File: config.mk
export PLATFORM = sky130hd
export DESIGN_NAME = i2c_xfer_sequencer_flat
export DESIGN_NICKNAME = d
export VERILOG_FILES = /design/src/rtl/i2c_xfer_sequencer_if.sv /design/src/rtl/i2c_xfer_sequencer.sv /design/src/flat_wrapper.sv
export SDC_FILE = /design/constraint.sdc
export NUM_CORES = 1
export LEC_CHECK = 0
export BUFFER_PORTS_ARGS = -buffer_cell sky130_fd_sc_hd__buf_2
export CORE_AREA = 4 4 122 124
export CTS_CLUSTER_SIZE = 40
export DETAILED_ROUTE_END_ITERATION = 6
export DIE_AREA = 0 0 126 128
export HOLD_SLACK_MARGIN = 0.05
export PLACE_DENSITY_LB_ADDON = 0.05
export SLEW_MARGIN = 20
export SYNTH_ARGS = -nofsm -noshare
export SYNTH_HDL_FRONTEND = slang
export SYNTH_SLANG_ARGS = --single-unit
File: constraint.sdc
create_clock -name clk -period 3.2 [get_ports clk]
set_input_delay 0.32 -clock clk [delete_from_list [all_inputs] [get_ports clk]]
set_output_delay 0.32 -clock clk [all_outputs]
set_load 0.1 [all_outputs]
File: src/rtl/i2c_xfer_sequencer_if.sv
// Request/status and byte-engine command/response bundle of the I2C transfer sequencer.
// slave is the sequencer's view; master is the view of the CSR block plus byte engine.
interface i2c_xfer_sequencer_if;
  logic        req_valid;
  logic        req_ready;
  logic        req_rw;
  logic [6:0]  req_dev;
  logic [7:0]  req_reg;
  logic [1:0]  req_len;
  logic [31:0] req_wdata;
  logic        busy;
  logic        done;
  logic [1:0]  err;
  logic [31:0] rdata;
  logic        cmd_valid;
  logic        cmd_ready;
  logic [2:0]  cmd_op;
  logic [7:0]  cmd_data;
  logic        cmd_nack_last;
  logic        rsp_valid;
  logic [7:0]  rsp_data;
  logic        rsp_nack;
  logic        eng_abort;

  modport slave (
    input  req_valid, req_rw, req_dev, req_reg, req_len, req_wdata,
    input  cmd_ready, rsp_valid, rsp_data, rsp_nack,
    output req_ready, busy, done, err, rdata,
    output cmd_valid, cmd_op, cmd_data, cmd_nack_last, eng_abort
  );

  modport master (
    output req_valid, req_rw, req_dev, req_reg, req_len, req_wdata,
    output cmd_ready, rsp_valid, rsp_data, rsp_nack,
    input  req_ready, busy, done, err, rdata,
    input  cmd_valid, cmd_op, cmd_data, cmd_nack_last, eng_abort
  );
endinterface

File: src/rtl/i2c_xfer_sequencer.sv
// Splits one register read/write request into I2C byte-engine commands,
// one outstanding at a time, with NACK tracking and a per-phase watchdog.
module i2c_xfer_sequencer #(
  parameter int TIMEOUT_CYCLES = 4096
) (
  input logic                 clk,
  input logic                 rst,
  i2c_xfer_sequencer_if.slave bus
);
  localparam int WDW = $clog2(TIMEOUT_CYCLES);
  localparam logic [WDW-1:0] WD_LAST = WDW'(TIMEOUT_CYCLES - 1);

  localparam logic [2:0] OP_START   = 3'd0;
  localparam logic [2:0] OP_WRITE   = 3'd1;
  localparam logic [2:0] OP_READ    = 3'd2;
  localparam logic [2:0] OP_STOP    = 3'd3;
  localparam logic [2:0] OP_RESTART = 3'd4;

  typedef enum logic [1:0] {ST_IDLE, ST_ISSUE, ST_WAIT, ST_DONE} state_e;
  typedef enum logic [2:0] {SP_START, SP_DEV, SP_REG, SP_DATA,
                            SP_RESTART, SP_DEVR, SP_READ, SP_STOP} step_e;

  state_e      state_q;
  step_e       step_q, step_d;
  logic [1:0]  idx_q, idx_d;
  logic        rw_q;
  logic [6:0]  dev_q;
  logic [7:0]  reg_q;
  logic [1:0]  len_q;
  logic [31:0] wdata_q;
  logic [WDW-1:0] wd_q;
  logic        req_ready_q, busy_q, done_q, abort_q;
  logic [1:0]  err_q, nack_err;
  logic [31:0] rdata_q;
  logic        cmd_valid_q, cmd_nl_q, cmd_nl_d;
  logic [2:0]  cmd_op_q, cmd_op_d;
  logic [7:0]  cmd_data_q, cmd_data_d;
  logic        wd_hit;

  assign wd_hit = (wd_q == WD_LAST);

  // Step that follows a response in WAIT, and the command it will present.
  always_comb begin
    step_d   = step_q;
    idx_d    = idx_q;
    nack_err = 2'd0;
    case (step_q)
      SP_START:   step_d = SP_DEV;
      SP_DEV:     step_d = SP_REG;
      SP_REG:     begin step_d = rw_q ? SP_RESTART : SP_DATA; idx_d = 2'd0; end
      SP_DATA:    if (idx_q == len_q) step_d = SP_STOP; else idx_d = idx_q + 2'd1;
      SP_RESTART: step_d = SP_DEVR;
      SP_DEVR:    begin step_d = SP_READ; idx_d = 2'd0; end
      SP_READ:    if (idx_q == len_q) step_d = SP_STOP; else idx_d = idx_q + 2'd1;
      default:    step_d = SP_STOP;
    endcase
    if (bus.rsp_nack && (step_q inside {SP_DEV, SP_REG, SP_DATA, SP_DEVR})) begin
      step_d   = SP_STOP;
      nack_err = (step_q == SP_DATA) ? 2'd2 : 2'd1;
    end

    cmd_op_d   = OP_STOP;
    cmd_data_d = 8'd0;
    cmd_nl_d   = 1'b0;
    case (step_d)
      SP_START:   cmd_op_d = OP_START;
      SP_DEV:     begin cmd_op_d = OP_WRITE; cmd_data_d = {dev_q, 1'b0}; end
      SP_REG:     begin cmd_op_d = OP_WRITE; cmd_data_d = reg_q; end
      SP_DATA:    begin cmd_op_d = OP_WRITE; cmd_data_d = wdata_q[{idx_d, 3'b000} +: 8]; end
      SP_RESTART: cmd_op_d = OP_RESTART;
      SP_DEVR:    begin cmd_op_d = OP_WRITE; cmd_data_d = {dev_q, 1'b1}; end
      SP_READ:    begin cmd_op_d = OP_READ; cmd_nl_d = (idx_d == len_q); end
      default:    cmd_op_d = OP_STOP;
    endcase
  end

  always_ff @(posedge clk or posedge rst) begin
    if (rst) begin
      state_q     <= ST_IDLE;
      step_q      <= SP_START;
      idx_q       <= 2'd0;
      rw_q        <= 1'b0;
      dev_q       <= 7'd0;
      reg_q       <= 8'd0;
      len_q       <= 2'd0;
      wdata_q     <= 32'd0;
      wd_q        <= '0;
      req_ready_q <= 1'b1;
      busy_q      <= 1'b0;
      done_q      <= 1'b0;
      abort_q     <= 1'b0;
      err_q       <= 2'd0;
      rdata_q     <= 32'd0;
      cmd_valid_q <= 1'b0;
      cmd_op_q    <= OP_START;
      cmd_data_q  <= 8'd0;
      cmd_nl_q    <= 1'b0;
    end else begin
      done_q  <= 1'b0;
      abort_q <= 1'b0;
      case (state_q)
        ST_IDLE: if (bus.req_valid) begin
          rw_q        <= bus.req_rw;
          dev_q       <= bus.req_dev;
          reg_q       <= bus.req_reg;
          len_q       <= bus.req_len;
          wdata_q     <= bus.req_wdata;
          rdata_q     <= 32'd0;
          err_q       <= 2'd0;
          req_ready_q <= 1'b0;
          busy_q      <= 1'b1;
          step_q      <= SP_START;
          idx_q       <= 2'd0;
          wd_q        <= '0;
          cmd_valid_q <= 1'b1;
          cmd_op_q    <= OP_START;
          cmd_data_q  <= 8'd0;
          cmd_nl_q    <= 1'b0;
          state_q     <= ST_ISSUE;
        end
        ST_ISSUE: begin
          if (bus.cmd_ready) begin
            cmd_valid_q <= 1'b0;
            wd_q        <= '0;
            state_q     <= ST_WAIT;
          end else if (wd_hit) begin
            cmd_valid_q <= 1'b0;
            abort_q     <= 1'b1;
            done_q      <= 1'b1;
            err_q       <= 2'd3;
            wd_q        <= '0;
            state_q     <= ST_DONE;
          end else begin
            wd_q <= wd_q + 1'b1;
          end
        end
        ST_WAIT: begin
          if (bus.rsp_valid) begin
            if (step_q == SP_READ) rdata_q[{idx_q, 3'b000} +: 8] <= bus.rsp_data;
            if (nack_err != 2'd0) err_q <= nack_err;
            wd_q <= '0;
            if (step_q == SP_STOP) begin
              done_q  <= 1'b1;
              state_q <= ST_DONE;
            end else begin
              step_q      <= step_d;
              idx_q       <= idx_d;
              cmd_valid_q <= 1'b1;
              cmd_op_q    <= cmd_op_d;
              cmd_data_q  <= cmd_data_d;
              cmd_nl_q    <= cmd_nl_d;
              state_q     <= ST_ISSUE;
            end
          end else if (wd_hit) begin
            abort_q <= 1'b1;
            done_q  <= 1'b1;
            err_q   <= 2'd3;
            wd_q    <= '0;
            state_q <= ST_DONE;
          end else begin
            wd_q <= wd_q + 1'b1;
          end
        end
        ST_DONE: begin
          busy_q      <= 1'b0;
          req_ready_q <= 1'b1;
          state_q     <= ST_IDLE;
        end
        default: state_q <= ST_IDLE;
      endcase
    end
  end

  assign bus.req_ready     = req_ready_q;
  assign bus.busy          = busy_q;
  assign bus.done          = done_q;
  assign bus.err           = err_q;
  assign bus.rdata         = rdata_q;
  assign bus.cmd_valid     = cmd_valid_q;
  assign bus.cmd_op        = cmd_op_q;
  assign bus.cmd_data      = cmd_data_q;
  assign bus.cmd_nack_last = cmd_nl_q;
  assign bus.eng_abort     = abort_q;
endmodule

File: src/flat_wrapper.sv
// flat-port wrapper written by rule: the top's interface ports become plain ports
module i2c_xfer_sequencer_flat 
#(
  parameter int TIMEOUT_CYCLES = 4096
)
  (clk, rst, bus_req_valid, bus_req_rw, bus_req_dev, bus_req_reg, bus_req_len, bus_req_wdata, bus_cmd_ready, bus_rsp_valid, bus_rsp_data, bus_rsp_nack, bus_req_ready, bus_busy, bus_done, bus_err, bus_rdata, bus_cmd_valid, bus_cmd_op, bus_cmd_data, bus_cmd_nack_last, bus_eng_abort);
  i2c_xfer_sequencer_if bus_i ();
  input logic clk;
  input logic rst;
  input wire logic [$bits(bus_i.req_valid)-1:0] bus_req_valid;
  input wire logic [$bits(bus_i.req_rw)-1:0] bus_req_rw;
  input wire logic [$bits(bus_i.req_dev)-1:0] bus_req_dev;
  input wire logic [$bits(bus_i.req_reg)-1:0] bus_req_reg;
  input wire logic [$bits(bus_i.req_len)-1:0] bus_req_len;
  input wire logic [$bits(bus_i.req_wdata)-1:0] bus_req_wdata;
  input wire logic [$bits(bus_i.cmd_ready)-1:0] bus_cmd_ready;
  input wire logic [$bits(bus_i.rsp_valid)-1:0] bus_rsp_valid;
  input wire logic [$bits(bus_i.rsp_data)-1:0] bus_rsp_data;
  input wire logic [$bits(bus_i.rsp_nack)-1:0] bus_rsp_nack;
  output wire logic [$bits(bus_i.req_ready)-1:0] bus_req_ready;
  output wire logic [$bits(bus_i.busy)-1:0] bus_busy;
  output wire logic [$bits(bus_i.done)-1:0] bus_done;
  output wire logic [$bits(bus_i.err)-1:0] bus_err;
  output wire logic [$bits(bus_i.rdata)-1:0] bus_rdata;
  output wire logic [$bits(bus_i.cmd_valid)-1:0] bus_cmd_valid;
  output wire logic [$bits(bus_i.cmd_op)-1:0] bus_cmd_op;
  output wire logic [$bits(bus_i.cmd_data)-1:0] bus_cmd_data;
  output wire logic [$bits(bus_i.cmd_nack_last)-1:0] bus_cmd_nack_last;
  output wire logic [$bits(bus_i.eng_abort)-1:0] bus_eng_abort;
  assign bus_i.req_valid = bus_req_valid;
  assign bus_i.req_rw = bus_req_rw;
  assign bus_i.req_dev = bus_req_dev;
  assign bus_i.req_reg = bus_req_reg;
  assign bus_i.req_len = bus_req_len;
  assign bus_i.req_wdata = bus_req_wdata;
  assign bus_i.cmd_ready = bus_cmd_ready;
  assign bus_i.rsp_valid = bus_rsp_valid;
  assign bus_i.rsp_data = bus_rsp_data;
  assign bus_i.rsp_nack = bus_rsp_nack;
  assign bus_req_ready = bus_i.req_ready;
  assign bus_busy = bus_i.busy;
  assign bus_done = bus_i.done;
  assign bus_err = bus_i.err;
  assign bus_rdata = bus_i.rdata;
  assign bus_cmd_valid = bus_i.cmd_valid;
  assign bus_cmd_op = bus_i.cmd_op;
  assign bus_cmd_data = bus_i.cmd_data;
  assign bus_cmd_nack_last = bus_i.cmd_nack_last;
  assign bus_eng_abort = bus_i.eng_abort;
  i2c_xfer_sequencer #(.TIMEOUT_CYCLES(TIMEOUT_CYCLES)) u_core (.clk(clk), .rst(rst), .bus(bus_i));
endmodule
==> run summary <==
The logs give 14040 microns for the detailed-route wire length and 4 for the first-pass detailed-route iteration total. The largest driver fanout on the critical path came out at 27. The run gives 0 as the max-slew violation count.

In this run the number of H-tree levels came out at 4. The critical path capture point type is a flop. Counting flops with a built-in enable in the synthesized netlist gives 0. After synthesis, the most frequently instantiated cells are dfrtp_1 (119), nand2_1 (52), o21ai_0 (51), mux2_2 (50), nand3_1 (41). The tools report the number of max-cap violations as 0.

The insertion delay to the later sink of the worst-skew pair was 0.41 ns; the diode insertion count for antenna repair was 0. Share of synthesized area occupied by flip-flops and latches: 51.81%. In the global route stage, overall resource usage came out at 17.97%.

Synthesis inferred 120 register bits. Dividing the final minimum period by the clock period gives 82.07%. Data on the critical path is required at its endpoint by 3.52 ns.

The run gives 0.6164 ns as the worst-case setup slack after placement. The number of buffers added for setup after CTS was 0. Setup repair after global routing left no endpoint under its margin. Together, buffers and inverters on the worst path number 0. The top cell type by total area after synthesis was dfrtp_1. Clock tree synthesis inserted a total of 17 buffers. The run gives 7086 sq um as the post-layout instance area. TritonCTS built the clock tree. The count of yosys warnings during synthesis was 0. The largest net degree at the start of global routing is 121.

Summing over every cut layer, the via total after detailed routing is 4412. The area share of the largest cell type after synthesis was 51.36%. For the total number of nets in the final design, the log shows 729.

The most numerous cell type found on the critical path is a21bo_2. The path depth of the worst reg2reg path works out to 6. The average wire per cell in the routed design is 16.53 microns. The worst register-to-register path ends at u_core.bus.cmd_data[5]. STA classifies the critical path startpoint as a flop. Setup slack on the worst reg-to-reg path comes out at 0.57 ns.

CTS saw 120 sinks. In the routed design, unresolved DRC markers number 0. The run finished with clean final reports. The per-cell via count in the routed design is 5.197. The run gives 4523 as the via count of the first global-routing pass.

The floorplan has 43 rows. The first global-routing pass estimated 23110 microns of wire. For the synthesized area, the log shows 5798 sq um. The initial utilization of the core area, before any placement, comes to 42.10%.

Port buffering added 114 buffers. The die height is 128 microns, and the fraction of layout cells with a size suffix above 1 is 33.48%. The worst slew margin relative to its limit came out at 42.69%. The shortest period the worst path allows came out at 2.626 ns. The violation count after the first detailed-routing iteration came out at 262. At the worst endpoint, the arrival time is 2.95 ns.

Summed over all failing endpoints, the final setup total negative slack is 0 ns. After synthesis, the cell types taking the most area are dfrtp_1 (51%), mux2_2 (9.7%), o21ai_0 (4.4%). The count of hold buffers inserted by post-cts repair was 0; the share of flip-flops with an asynchronous set or reset was 100.0%.

The wire-length estimate of the detail-placed layout is 10030 microns. The worst path meets setup with 0.5737 ns of slack. On the worst path, the slowest cell contributes a delay of 0.80 ns.

Pin slew with the least headroom to its limit: 0.8531 ns. The analysis attributes to cell leakage a power of 3.315 nW. The signal on the critical path passes through a21bo_2, and4bb_1, a311oi_2, nor3b_2, a21bo_2, o2111ai_1. The logs give 0 for the remaining antenna violation count and 6502 sq um for the cell area after placement. The run gives 13770 sq um as the core box area.

After global routing the overflow that remains totals 0. Counting every net in the synthesized netlist gives 617. The clock tree skew after final layout is 0.006271 ns, and the worst hold slack is 0.07058 ns. The last weighted congestion value of the routability-driven placer is 0.8401, and the boundary pin count is 115. The tools report the start of the worst register-to-register path as u_core.step_q[0]. The distinct cell type count of the synthesized netlist was 52; the gate count after technology mapping was 544. The setup violation total in the final timing report was 0; the chip width was 126 microns. Dominant delay contributor by cell family on the critical path: compound AO/OA/AOI/OAI gates. After clock tree synthesis, the clock-pin slew on the worst setup and hold paths is 0.06 ns. The most used flip-flop cell after synthesis is dfrtp_1.

IR analysis of the VDD net gives a maximum drop of 440.9 uV. The tools report the clock root buffer as clkbuf_16. The final hold violation count came out at 0. Relative to the synthesized area, the layout overhead comes to 22.21%. The class of the most critical hold timing path is input pin to asynchronous set/reset pin. The tools report the largest buffer count on any clock path as 2. Timing would allow up to 0.3808 GHz. The worst setup path is of the flop to flop kind. The die area came out at 16130 sq um. Dividing the synthesized area by the synthesized cell count gives 10.66 sq um. The cell with the largest stage delay on the worst path was dfrtp_1. In the post-synthesis netlist, the cell with the most instances is dfrtp_1.

The initial antenna violation count was 0. The number of gates resized after CTS was 0. The power density relative to cell area works out to 854.8 nW/um^2.
## worst max-delay path by stage
stage / from / endpoint / slack, ns / cells after the start
final: u_core.step_q[0] / u_core.bus.cmd_data[5] / 0.57 / 6
after global routing: u_core.step_q[0] / u_core.bus.cmd_data[5] / 0.39 / 6
after CTS: u_core.step_q[0] / u_core.bus.cmd_data[5] / 0.63 / 6
after detailed placement: u_core.step_q[0] / u_core.bus.cmd_data[1] / 0.62 / 6
after global placement: u_core.step_q[0] / u_core.bus.cmd_data[2] / 0.75 / 6
after floorplan: u_core.state_q[0] / u_core.bus.cmd_data[0] / 1.05 / 10
## worst reg2reg max path, delay by kind of cell (launching register included)
| kind | cells | cell delay (ns) |
|---|---|---|
| flip-flops | 1 | 0.80 |
| AND/OR/NAND/NOR | 2 | 0.73 |
| AO/OA/AOI/OAI | 4 | 1.02 |
## kinds of logic (layout without fill, tap and decap cells)
group	after synthesis	after routing	synth area share [%]
compound gates	124	124	14.76
xor+xnor	11	11	1.662
fa+ha+maj	9	9	1.942
buf+inv	57	182	4.489
flops	120	120	51.81
mux	58	58	11.09
simple gates	165	165	14.24
## cells in the final DEF (no fill, tap or decap), types with 5 or more instances in the layout
cell type / Yosys / final
nor2b_1: 5 / 5
buf_2: 7 / 114
o21ai_0: 51 / 51
dfrtp_1: 119 / 119
nand3_1: 41 / 41
xnor2_1: 6 / 6
mux2i_1: 8 / 8
inv_1: 32 / 31
clkbuf_16: 0 / 17
nor2_1: 27 / 27
nand2_1: 52 / 51
a21bo_2: 9 / 9
clkinv_4: 0 / 7
o2111ai_1: 9 / 9
xor2_1: 5 / 5
a22o_1: 20 / 20
nor3_1: 8 / 8
ha_1: 9 / 9
nand2b_1: 6 / 6
a21oi_1: 16 / 16
mux2_2: 50 / 50
## sequential cells by signal (all words and copies together), names as in the netlist, 2 cells and up
signal               flops
u_core.state_q           2
u_core.wd_q             12
u_core.reg_q             8
u_core.idx_q             2
u_core.dev_q             7
u_core.step_q            3
u_core.wdata_q          32
u_core.len_q             2
u_core.bus.rdata        32
u_core.bus.cmd_op        3
u_core.bus.cmd_data      8
u_core.bus.err           2
## through the flow
stage | power (mW) | util [%] | cells
floorplan | 3.803 | - | 544
global placement | 4.215 | 47.21 | 817
detailed placement | 4.244 | 47.21 | 817
CTS | 6.126 | 51.44 | 849
global route | 6.430 | 51.44 | 849
finish | 6.057 | 51.44 | 849
## per-layer routing
metal / global-route usage [%] / wire length (microns) / part of all wire [%] / vias up
met5: 0 / 0 / 0 / -
met4: 7.634 / 310 / 2.2 / 0
met3: 4.458 / 663 / 4.7 / 23
met2: 29.11 / 6720 / 48 / 98
met1: 23.08 / 6340 / 45 / 2134
li1: - / - / - / 2157
## cell type report
type | count | area [sq um]
flip-flops and latches | 120 | 3004
clock buffers | 18 | 429.2
inverters | 32 | 123.9
clock inverters | 14 | 153.9
well taps | 180 | 225.2
fillers | 1294 | 6688
repair buffers | 118 | 613.1
multi-input cells | 367 | 2536
## where the power goes
group          leakage (nW)  total (mW)  internal (mW)  switching [mW]
Sequential             1.55        2.21           1.93           0.281
Clock                 0.276        1.86           1.15           0.709
Combinational          1.49        1.99          0.675            1.31
Total                  3.32        6.06           3.75            2.30
(Power assumes the default switching activity.)
